--- src/rtl/tag_lookup_stage.sv ---
// Direct-mapped tag directory lookup stage with fill/flush and hit/miss stats.
// Ports: clk/reset; io_req_* request in; io_resp_* response out;
//        io_fill_* and io_flush from refill side; io_hit_cnt/io_miss_cnt.
module tag_lookup_stage #(
    parameter int IDX_W = 6,
    parameter int TAG_W = 20,
    parameter int CNT_W = 16
) (
    input  logic             clk,
    input  logic             reset,
    output logic             io_req_ready,
    input  logic             io_req_valid,
    input  logic [IDX_W-1:0] io_req_bits_idx,
    input  logic [TAG_W-1:0] io_req_bits_tag,
    input  logic             io_resp_ready,
    output logic             io_resp_valid,
    output logic             io_resp_bits_hit,
    output logic [IDX_W-1:0] io_resp_bits_idx,
    output logic [TAG_W-1:0] io_resp_bits_tag,
    input  logic             io_fill_valid,
    input  logic [IDX_W-1:0] io_fill_idx,
    input  logic [TAG_W-1:0] io_fill_tag,
    input  logic             io_flush,
    output logic [CNT_W-1:0] io_hit_cnt,
    output logic [CNT_W-1:0] io_miss_cnt
);

    localparam int DEPTH = 1 << IDX_W;

    logic [DEPTH-1:0] valid_q;
    logic [TAG_W-1:0] tag_mem [DEPTH];

    logic             resp_valid_q;
    logic [IDX_W-1:0] cap_idx_q;
    logic [TAG_W-1:0] cap_tag_q;
    logic [CNT_W-1:0] hit_cnt_q;
    logic [CNT_W-1:0] miss_cnt_q;

    logic accept;
    logic retire;
    logic hit;

    assign io_req_ready = !resp_valid_q | io_resp_ready;
    assign accept       = io_req_valid & io_req_ready;
    assign retire       = resp_valid_q & io_resp_ready;

    // Hit tracks the live directory so fills/flushes during a stall show up.
    assign hit = valid_q[cap_idx_q] & (tag_mem[cap_idx_q] == cap_tag_q);

    assign io_resp_valid    = resp_valid_q;
    assign io_resp_bits_hit = hit;
    assign io_resp_bits_idx = cap_idx_q;
    assign io_resp_bits_tag = cap_tag_q;
    assign io_hit_cnt       = hit_cnt_q;
    assign io_miss_cnt      = miss_cnt_q;

    // Flush wins over a same-edge fill.
    always_ff @(posedge clk or posedge reset) begin
        if (reset) begin
            valid_q <= '0;
        end else if (io_flush) begin
            valid_q <= '0;
        end else if (io_fill_valid) begin
            valid_q[io_fill_idx] <= 1'b1;
        end
    end

    // Tag payload needs no reset; valid bits qualify it.
    always_ff @(posedge clk) begin
        if (io_fill_valid && !io_flush) begin
            tag_mem[io_fill_idx] <= io_fill_tag;
        end
    end

    always_ff @(posedge clk or posedge reset) begin
        if (reset) begin
            resp_valid_q <= 1'b0;
            cap_idx_q    <= '0;
            cap_tag_q    <= '0;
        end else begin
            if (accept) begin
                resp_valid_q <= 1'b1;
                cap_idx_q    <= io_req_bits_idx;
                cap_tag_q    <= io_req_bits_tag;
            end else if (retire) begin
                resp_valid_q <= 1'b0;
            end
        end
    end

    always_ff @(posedge clk or posedge reset) begin
        if (reset) begin
            hit_cnt_q  <= '0;
            miss_cnt_q <= '0;
        end else if (retire) begin
            if (hit) begin
                if (hit_cnt_q != '1) hit_cnt_q <= hit_cnt_q + 1'b1;
            end else begin
                if (miss_cnt_q != '1) miss_cnt_q <= miss_cnt_q + 1'b1;
            end
        end
    end

endmodule

--- config.mk ---
export PLATFORM = sky130hd
export DESIGN_NAME = tag_lookup_stage
export DESIGN_NICKNAME = d
export VERILOG_FILES = /design/src/rtl/tag_lookup_stage.sv
export SDC_FILE = /design/constraint.sdc
export NUM_CORES = 1
export LEC_CHECK = 0
export ABC_AREA = 1
export BUFFER_PORTS_ARGS = -buffer_cell sky130_fd_sc_hd__buf_2
export CAP_MARGIN = 20
export CORE_MARGIN = 4
export CORE_UTILIZATION = 35
export CTS_CLUSTER_SIZE = 24
export DETAILED_ROUTE_END_ITERATION = 8
export PLACE_DENSITY = 0.58
export SLEW_MARGIN = 10
export SYNTH_ARGS = -nofsm -noshare
export SYNTH_HDL_FRONTEND = slang
export SYNTH_SLANG_ARGS = --single-unit
--- constraint.sdc ---
create_clock -name clk -period 6.6 [get_ports clk]
set_input_delay 0 -clock clk [delete_from_list [all_inputs] [get_ports clk]]
set_output_delay 0 -clock clk [all_outputs]
set_load 0.02 [all_outputs]
---- Word-level counts from Yosys, hierarchy flattened ----
Memory sizes are Yosys's and may differ from the RTL's.
Cells that the tools add are included.
storage, ports and cells
  bits in writable memories ............... 1280
  bits of input ports ..................... 58
  output and inout port bits .............. 61
  logic and storage cells ................. 39
  flip-flop bits (word level) ............. 123
  memories kept ........................... 1
memories
  name     depth  width  rd ports  clocked after memory_dff  wr ports  line  source
  tag_mem  64     20     1         0                         1         31    logic [TAG_W-1:0] tag_mem [DEPTH];
cells by class
  multiplexer cells ....................... 10
  bitwise logic cells ..................... 6
  reduce and logical (&&, ||, !) cells .... 8
  magnitude comparators ................... 3
  equality and inequality tests ........... 3
  add/subtract/negate cells ............... 2
operator list
  cell                   count
  $mux 64                2
  $or 64x64->64          1
  $add 16x1->16 const B  2
  $ne 16x16->1 const B   2
  $eq 20x20->1           1
  $lt 6x7->1 const B     2
  $bmux 1 s6             1
  $demux 1 s6            1
  $ge 6x1->1 const B     1
  $mux 1                 6
  $reduce_and 3->1       2
  $reduce_bool 2->1      2
  $and 1x1->1            3
  $logic_and 1x1->1      2
  $logic_not 1->1        2
  $not 1->1              1
  $or 1x1->1             1

---- Longest topological paths before layout ----
Gate-level depths: netlist of the first run.
  depth after elaboration ................. 7
  depth in mapped cells ................... 25
  mapped depth without buffers ............ 20

---- Worst setup path before layout of the first run ----
OpenSTA, ideal clock, no wires.
  path type ............................... reg-to-reg
  from .................................... reg cap_idx_q[3] (netlist: io_resp_bits_idx[3])
  to ...................................... reg hit_cnt_q[0] (netlist: io_hit_cnt[0])
  arrival ................................. 2.540 ns
  path buffers ............................ 3
  slack ................................... 3.942 ns
  cell stages (with the launch flop) ...... 17
  period minus slack after synthesis ...... 2.658 ns
  library setup time ...................... 0.118 ns
  cell sequence ........................... dfrtp_1 -> clkbuf_1 -> inv_1 -> clkbuf_1 -> clkbuf_1 -> nand2_1 -> nand3_1 -> nand3_1 -> nand2_1 -> xor2_2 -> nand3_1 -> nor2_1 -> nand2_1 -> nor2_1 -> nand3_1 -> nand2_1 -> nand2_1
between the ends
  word-level cells in the longest chain between the ends .. 4
  elaborated cells on any way between the ends .. 6
RTL lines
  element                                             line  source
  start: declaration                                  34    logic [IDX_W-1:0] cap_idx_q;
  start signal: assignment                            83    cap_idx_q <= io_req_bits_idx;
  $mem_v2 64x20 / $bmux 1 s6 (equally long branches)  -
  $eq 20x20->1 / $mux 1 (equally long branches)       48    assign hit = valid_q[cap_idx_q] & (tag_mem[cap_idx_q] == cap_tag_q);
  $and 1x1->1 *                                       48
  net io_resp_bits_hit                                17    output logic io_resp_bits_hit,
  $reduce_and 3->1 (no source line) *                 -
  end signal: assignment                              97    if (hit_cnt_q != '1) hit_cnt_q <= hit_cnt_q + 1'b1;
  end: declaration                                    36    logic [CNT_W-1:0] hit_cnt_q;
The timed path passes the listed nets; every way through them passes the cells marked *. The select of a mux whose other input is x is not followed.
A chain may end at the register's enable or synchronous reset.

---- Final worst setup path of the first run ----
  from .................................... reg cap_idx_q[0] (netlist: io_resp_bits_idx[0])
  to ...................................... out io_resp_bits_hit
between the ends
  word-level cells in the longest chain between the ends .. 3
  elaborated cells on any way between the ends .. 5
RTL lines
  element                                             line
  $mem_v2 64x20 / $bmux 1 s6 (equally long branches)  -
  $eq 20x20->1 / $mux 1 (equally long branches)       48
  $and 1x1->1 *                                       48
  end: declaration                                    17
Every way passes the cells marked *; elsewhere a longest branch is shown, timed or not. The select of a mux whose other input is x is not followed.

==> results of run 1 <==
-- registers in the layout, summed over array words and instances (netlist names) --
register          count
tag_mem            1280
valid_q              64
io_resp_bits_tag     20
io_hit_cnt           16
io_miss_cnt          16
io_resp_bits_idx      6
io_resp_valid         1
-- report_power, final --
group | total [mW] | switching [mW] | internal (mW) | leakage [nW]
Sequential | 9.87 | 0.101 | 9.77 | 13.1
Combinational | 2.91 | 2.14 | 0.769 | 9.28
Clock | 8.34 | 3.52 | 4.81 | 2.38
Total | 21.1 | 5.77 | 15.4 | 24.8
-- worst max-delay path, delay by kind of cell, from the launching register on --
family,cells,cell delay (ns)
buffers and inverters,4,1.49
DFF,1,0.68
and+or+nand+nor,15,2.02
-- final timing paths --
kind	startpoint	endpoint	slack, ns	cells after the start
min reg2reg	io_hit_cnt[5]	io_hit_cnt[5]	0.51	2
min in group asynchronous	reset	valid_q[13]	0.54	4
min	io_req_bits_idx[3]	io_resp_bits_idx[3]	0.04	4
max in group asynchronous	reset	io_resp_bits_idx[2]	4.62	5
max reg2reg	io_resp_bits_idx[0]	io_miss_cnt[4]	1.59	22
max	io_resp_bits_idx[0]	io_resp_bits_hit	1.26	19
-- final cells by class --
class / instances / area, µm² / area share (%)
diodes: 1 / 2.50 / 0.00373
multi-input cells: 3358 / 14700 / 22.0
flip-flops and latches: 1403 / 41500 / 61.9
well taps: 2189 / 2740 / 4.08
inverters: 144 / 587 / 0.874
repair buffers: 341 / 2650 / 3.95
clock buffers: 182 / 3970 / 5.91
clock inverters: 87 / 897 / 1.34
-- per-stage QoR --
stage	utilization, %	total power [mW]	cells	setup WS (ns)
final	40.5	21.1	7705	1.26
after global routing	40.5	21.9	7704	0.892
after CTS	40.5	21.3	7704	1.34
after detailed placement	37.1	12.9	7355	1.75
after global placement	37.1	12.9	7355	1.82
after floorplan	-	11.9	5235	3.33
-- cell usage in the layout (no fill, tap or decap), types with 4 or more instances in the layout --
master	netlist	final
nand3_1	1194	1194
clkbuf_1	57	25
dfrtp_4	0	4
clkinv_8	0	4
dfrtp_1	123	118
buf_12	0	15
nand2_1	1864	1863
clkinv_2	0	25
o211ai_2	4	4
inv_1	134	132
nor2_1	133	69
dlygate4sd3_1	0	80
inv_6	0	7
o22ai_1	64	64
nor2_4	0	6
bufinv_16	0	13
buf_2	180	118
clkinv_1	1	31
clkbuf_8	0	5
buf_4	28	128
inv_2	8	6
nor2_2	1	59
xor2_1	9	9
edfxtp_1	1280	1280
nand4_1	27	27
nor3_1	14	14
a21oi_1	33	33
clkbuf_16	0	152
-- cell families after synthesis --
family	after synthesis	share of synthesized area [%]
DFF	1403	70.9
and+or+nand+nor	3237	23.5
buffers and inverters	474	4.25
xor gates and xnor gates	13	0.207
AOI/OAI and AO/OA	106	1.10
adders and majority gates	2	0.0427
-- repair_timing --
item                                   in CTS  in global routing
hold buffers                               80                  0
endpoints found under the hold margin    1295                  0
resized for setup                           0                  0
-- routing by layer --
metal / up-vias / track usage, % / wire length (µm)
met4: 0 / 7.59 / 6420
met1: 19717 / 26.2 / 72100
met2: 1453 / 31.2 / 81000
met3: 277 / 2.89 / 11200
met5: - / 0 / 0
li1: 18513 / - / -
==> impl_summary.txt, run 1 <==
----------------------------------------------------
[Clock network]
  Worst-path clk slew ... approximately 0.060 ns
  Clock tree root driver cell ... clkbuf_16
  Clock H-tree levels ... 4
  Clock buffer depth ... 3
  Inserted Clock Buffers ... 149
  Latest clock arrival within the worst-skew pair ... ~0.77 ns
  Clock sink count ... approximately 1400
  CTS tree ... done
  Setup fix buffers added after clock tree synthesis ... 0

[Setup path]
  Cell Chain, Critical Path ... clkinv_16, buf_4, buf_4, nand2_1, nand3_1, nand3_1, nand2_1, nand2_1, nand3_1, nand3_1, nand2_1, nand2_1, nand2_1, nor2_1, nand2_1, nor2_1, nand2_1, nor2_1, buf_2
  Required time of the worst setup path ... 6.60 ns
  Most prevalent standard cell on the critical path ... nand2_1
  Largest stage delay, worst path ... 0.68 ns
  Worst-path cell with the longest stage delay ... dfrtp_4
  CP Max Fanout ... 228
  Crit end category ... output pin
  Startpoint-to-endpoint class of the critical path ... register to output pin
  Startpoint type of the worst setup path ... register
  Arr. time, crit path ... between 5 and 6 ns

[Routing]
  DR pass1 iterations ... 6
  DR WL/cell ... 22.2 µm
  Final ANT Viol Nets ... 0
  Wire length after detailed routing ... 171000 µm
  Average vias per placed instance ... 5.19
  Vias ... 39960
  Number of design rule violations left after detail routing ... 0
  Detailed Route Iter0 Violations ... 4426

[STA]
  Pins over their slew limit ... 0
  FMAX ... 187 MHz
  Unrepaired setup endpoints after global routing ... false
  Max-slew headroom at the worst pin ... 32.8%
  Final hold vios ... 0
  Endpoints failing setup ... 0
  Min Clock Period, post-route ... 5.34 ns
  Final worst clock skew ... 0.0256 ns
  Worst hold slack ... 0.0379 ns
  Post-route setup TNS ... 0 ns
  Period utilization ... 81.0%
  Worst-Margin Slew ... 1.01 ns

[Place]
  Half-perimeter wire length after detailed placement ... 91800 µm
  Placer congestion estimate ... slightly below 0.9
  DP Area ... 61400 µm²
  Quantity of I/O buffers inserted on ports ... 118

[Power]
  Cell Pwr Density ... 315 nW/µm²
  Leak ... about 25 nW
  Peak VDD IR ... 0.000219 V

[Global routing]
  Vias in the first global route ... 38010
  Aggregate global-route resource usage ... about 19%
  Global-route wire length before repair ... roughly 250000 µm
  Number of antenna violations at the first check in global routing ... 3
  Pin count of the biggest net entering global routing ... 229
  Global route overflow ... 0

[Worst hold path]
  Class of the worst hold path ... primary input to register

[Logic synthesis]
  Sequential element share of the synthesized area ... 70.9%
  Commonest register cell after synthesis ... edfxtp_1
  Average instance area after synthesis ... roughly 11 µm²
  Yosys cell types ... 30
  Cell count after synthesis ... 5235
  YS warnings ... 0
  Number of enable-type register cells in the synthesized netlist ... 1280
  Top post-synthesis cells by count ... nand2_1, edfxtp_1, nand3_1
  Post-synthesis register bit count ... 1403
  Largest cells by area after synthesis ... edfxtp_1, nand2_1, nand3_1, dfrtp_1, buf_2
  Most numerous cell in the Yosys netlist ... nand2_1
  Cell accounting for the most synthesized area ... edfxtp_1
  Synth Net Count ... 5295
  Cell Area, Synth ... 58600 µm²
  Async set-or-reset flop fraction in the synthesized netlist ... 8.77%
  Yosys top cell area share ... 65.6%

[Finish]
  Final Instance Area ... 67100 µm²
  Relative area change from synthesis to final layout ... 14.6%
  Nets ... 5457
  Fill cell count ... 15706
  Share of post-route cells with drive strength above 1 ... 10.2%

[Floorplanning]
  Die Footprint ... 174000 µm²
  Die width ... 417 µm
  Ports placed on the boundary ... 119
  Y dimension of the die ... 417 µm
  Core footprint ... 166000 µm²
  Cell row count ... 149
  Initial standard-cell utilization of the core ... 35.4%

[Job]
  Number of maximum-capacitance violations ... 0

[Run status]
  Status ... finished clean

----------------------------------------------------
Note: power is estimated with default switching activity, not from simulation.
==> inputs of run 2 (changes only) <==
==> constraint.sdc (replaced) <==
create_clock -name clk -period 5.6 [get_ports clk]
set_input_delay 0 -clock clk [delete_from_list [all_inputs] [get_ports clk]]
set_output_delay 0 -clock clk [all_outputs]
set_load 0.02 [all_outputs]
==> run 2 against run 1 <==
Clock-buffer cell count up 11; cell count up 0.95%; routed wire length up 1.7%; clock skew up 0.014 ns; first-iteration DRC count up 6.8%; hold slack better by 0.13 ns; via count up 1.7%; core utilization up 0.32 points; sequential share of layout area down 0.49 points; clock power up 14%; sequential power up 18%.
==> impl_summary.txt, run 2 (same netlist as run 1, synthesis figures left out) <==
----------------------------------------------------
[Run status]
  Status ... finished clean

[Routing]
  Vias ... 40646
  DR pass1 iterations ... 5
  Detailed Route Iter0 Violations ... about 4700
  Final ANT Viol Nets ... 0
  Average vias per placed instance ... 5.23
  Wire length after detailed routing ... around 170000 µm
  Number of design rule violations left after detail routing ... 0
  DR WL/cell ... 22.3 µm

[Finish]
  Register ranked first by flip-flop count ... tag_mem
  Nets ... 5529
  Flip-flop count of the largest register, all copies and words added ... 1280
  Commonest non-fill, non-tap cells in the layout ... nand2_1, edfxtp_1, nand3_1
  Fill cell count ... 15622
  Share of post-route cells with drive strength above 1 ... just over 10%
  Most common library cell in the layout ignoring fill and taps ... nand2_1
  Relative area change from synthesis to final layout ... 15.5%

[Setup path]
  Flop-to-flop setup slack ... approximately 0.93 ns
  Required time of the worst setup path ... 5.60 ns
  Startpoint type of the worst setup path ... register
  Startpoint of the worst register-to-register path ... io_resp_bits_idx[0]
  Count of buffering cells on the critical path with inverters included ... 5
  Reg-to-reg endpoint ... io_hit_cnt[5]
  Arr. time, crit path ... 4.74 ns
  CP Max Fanout ... 99
  Most prevalent standard cell on the critical path ... nand2_1
  Worst-path cell with the longest stage delay ... buf_4
  Cell Chain, Critical Path ... clkinv_16, buf_4, nand2_1, nand3_1, nand3_1, nand2_1, nand2_1, nand3_1, nand3_1, nand2_1, nand2_1, nand2_1, inv_1, nor2_1, nand4_1, nor2_1, buf_4, buf_2
  Crit end category ... output pin
  Startpoint-to-endpoint class of the critical path ... register to output pin
  Largest stage delay, worst path ... 0.70 ns
  Cell family with the largest share of critical-path delay ... simple AND/OR/NAND/NOR gates
  R2r worst-path depth ... 21

[Global routing]
  Aggregate global-route resource usage ... 19.5%
  Global route overflow ... 0
  Vias in the first global route ... roughly 38000
  Pin count of the biggest net entering global routing ... 164
  Number of antenna violations at the first check in global routing ... 3
  Global-route wire length before repair ... 256000 µm

[Worst hold path]
  Class of the worst hold path ... primary input to register
  Hold_sp ... io_fill_valid
  Hold Path Sink ... valid_q[16]
  Hold Path Cell Cnt ... 8

[Job]
  Number of maximum-capacitance violations ... 0

[Clock network]
  CTS tree ... done
  Latest clock arrival within the worst-skew pair ... 0.78 ns
  Clock buffer depth ... 3
  Worst-path clk slew ... ~0.06 ns
  Number of gates resized after cts ... 0
  Number of hold-repair buffers added at the cts stage ... around 130
  Inserted Clock Buffers ... 150
  Setup fix buffers added after clock tree synthesis ... 0
  Clock tree root driver cell ... clkbuf_16
  Clock sink count ... 1403
  Clock H-tree levels ... 4

[STA]
  Period utilization ... 84.6%
  Post-route setup TNS ... 0 ns
  Min Clock Period, post-route ... 4.74 ns
  Endpoints failing setup ... 0
  Final worst clock skew ... between 0.04 and 0.05 ns
  FMAX ... 211 MHz
  Unrepaired setup endpoints after global routing ... false
  Worst hold slack ... 0.169 ns
  Final hold vios ... 0
  Worst-Margin Slew ... roughly 1.1 ns
  Max-slew headroom at the worst pin ... 27.9%
  Pins over their slew limit ... 0

[Floorplanning]
  Die width ... 417 µm
  Initial standard-cell utilization of the core ... between 30 and 40%
  Y dimension of the die ... between 400 and 500 µm
  Ports placed on the boundary ... 119
  Cell row count ... 149
  Core footprint ... approximately 170000 µm²
  Die Footprint ... 174000 µm²

[Power]
  Peak VDD IR ... 0.000230 V
  Cell Pwr Density ... 365 nW/µm²
  Leak ... 25.0 nW

[Place]
  Quantity of I/O buffers inserted on ports ... between 100 and 150
  Half-perimeter wire length after detailed placement ... 95100 µm
  Placer congestion estimate ... approximately 0.86

----------------------------------------------------
## run 2: cell count changes in the layout (fill, tap and decap cells not counted), moves of 2 or more
cell / change
dlygate4sd3_1: +48
clkinv_2: +3
clkinv_8: -2
buf_4: +20
inv_6: -2
clkinv_4: -2
bufinv_16: -8
clkbuf_1: +13
clkinvlp_4: -2
nor2_4: +4
clkinv_16: +5
buf_12: +2
nor2_2: -4
## run 2: final cells by class
| class | instances | area (µm²) | share of cell area [%] |
|---|---|---|---|
| antenna | 1 | 2.50 | 0.00370 |
| clock inverter | 78 | 719 | 1.06 |
| inverter | 144 | 587 | 0.867 |
| timing repair buffer | 412 | 3340 | 4.93 |
| sequential | 1403 | 41500 | 61.4 |
| multi-input combinational | 3358 | 14800 | 21.8 |
| tap | 2189 | 2740 | 4.05 |
| clock buffer | 193 | 3980 | 5.88 |
## run 2: per-layer routing
metal  vias up  global-route usage, %  routed length (µm)
met2      1629                   31.2               80800
met4         0                   7.77                6620
met5         -                      0                   0
met1     20054                   26.9               74000
met3       306                   3.00               12200
li1      18657                      -                   -
## run 2: worst min-delay path, stage by stage
cell	delay, ns
buf_2	0.09
inv_1	0.04
nor2_1	0.03
inv_1	0.07
nor2_1	0.08
nand2_1	0.06
buf_4	0.40
o22ai_1	0.12
## run 2: how the worst max path moves through the flow
stage / startpoint / endpoint / slack (ns) / depth (start not counted)
finish: io_resp_bits_idx[0] / io_resp_bits_hit / 0.86 / 18
global route: io_resp_bits_idx[0] / io_resp_bits_hit / 0.65 / 18
CTS: io_resp_bits_idx[0] / io_resp_bits_hit / 0.85 / 18
detailed placement: io_resp_bits_idx[0] / io_miss_cnt[11] / 1.01 / 20
global placement: io_resp_bits_idx[0] / io_miss_cnt[10] / 0.99 / 20
floorplan: reset / io_hit_cnt[0] / 2.33 / 1
## run 2: metrics by stage
stage / util [%] / total power, mW / cell area (µm²) / setup slack (ns) / std cells
6_report: 40.9 / 24.7 / 67700 / 0.860 / 7778
5_1_grt: 40.9 / 25.6 / 67700 / 0.652 / 7777
4_1_cts: 40.9 / 24.8 / 67700 / 0.855 / 7777
3_5_place_dp: 37.3 / 15.3 / 61700 / 1.01 / 7378
3_3_place_gp: 37.2 / 15.3 / 61700 / 0.989 / 7377
2_1_floorplan: - / 14.0 / 58600 / 2.33 / 5235
## run 2: power by group
group	switching (mW)	total (mW)	leakage, nW	internal [mW]
Sequential	0.109	11.6	13.1	11.5
Combinational	2.58	3.56	9.62	0.982
Clock	4.22	9.52	2.29	5.30
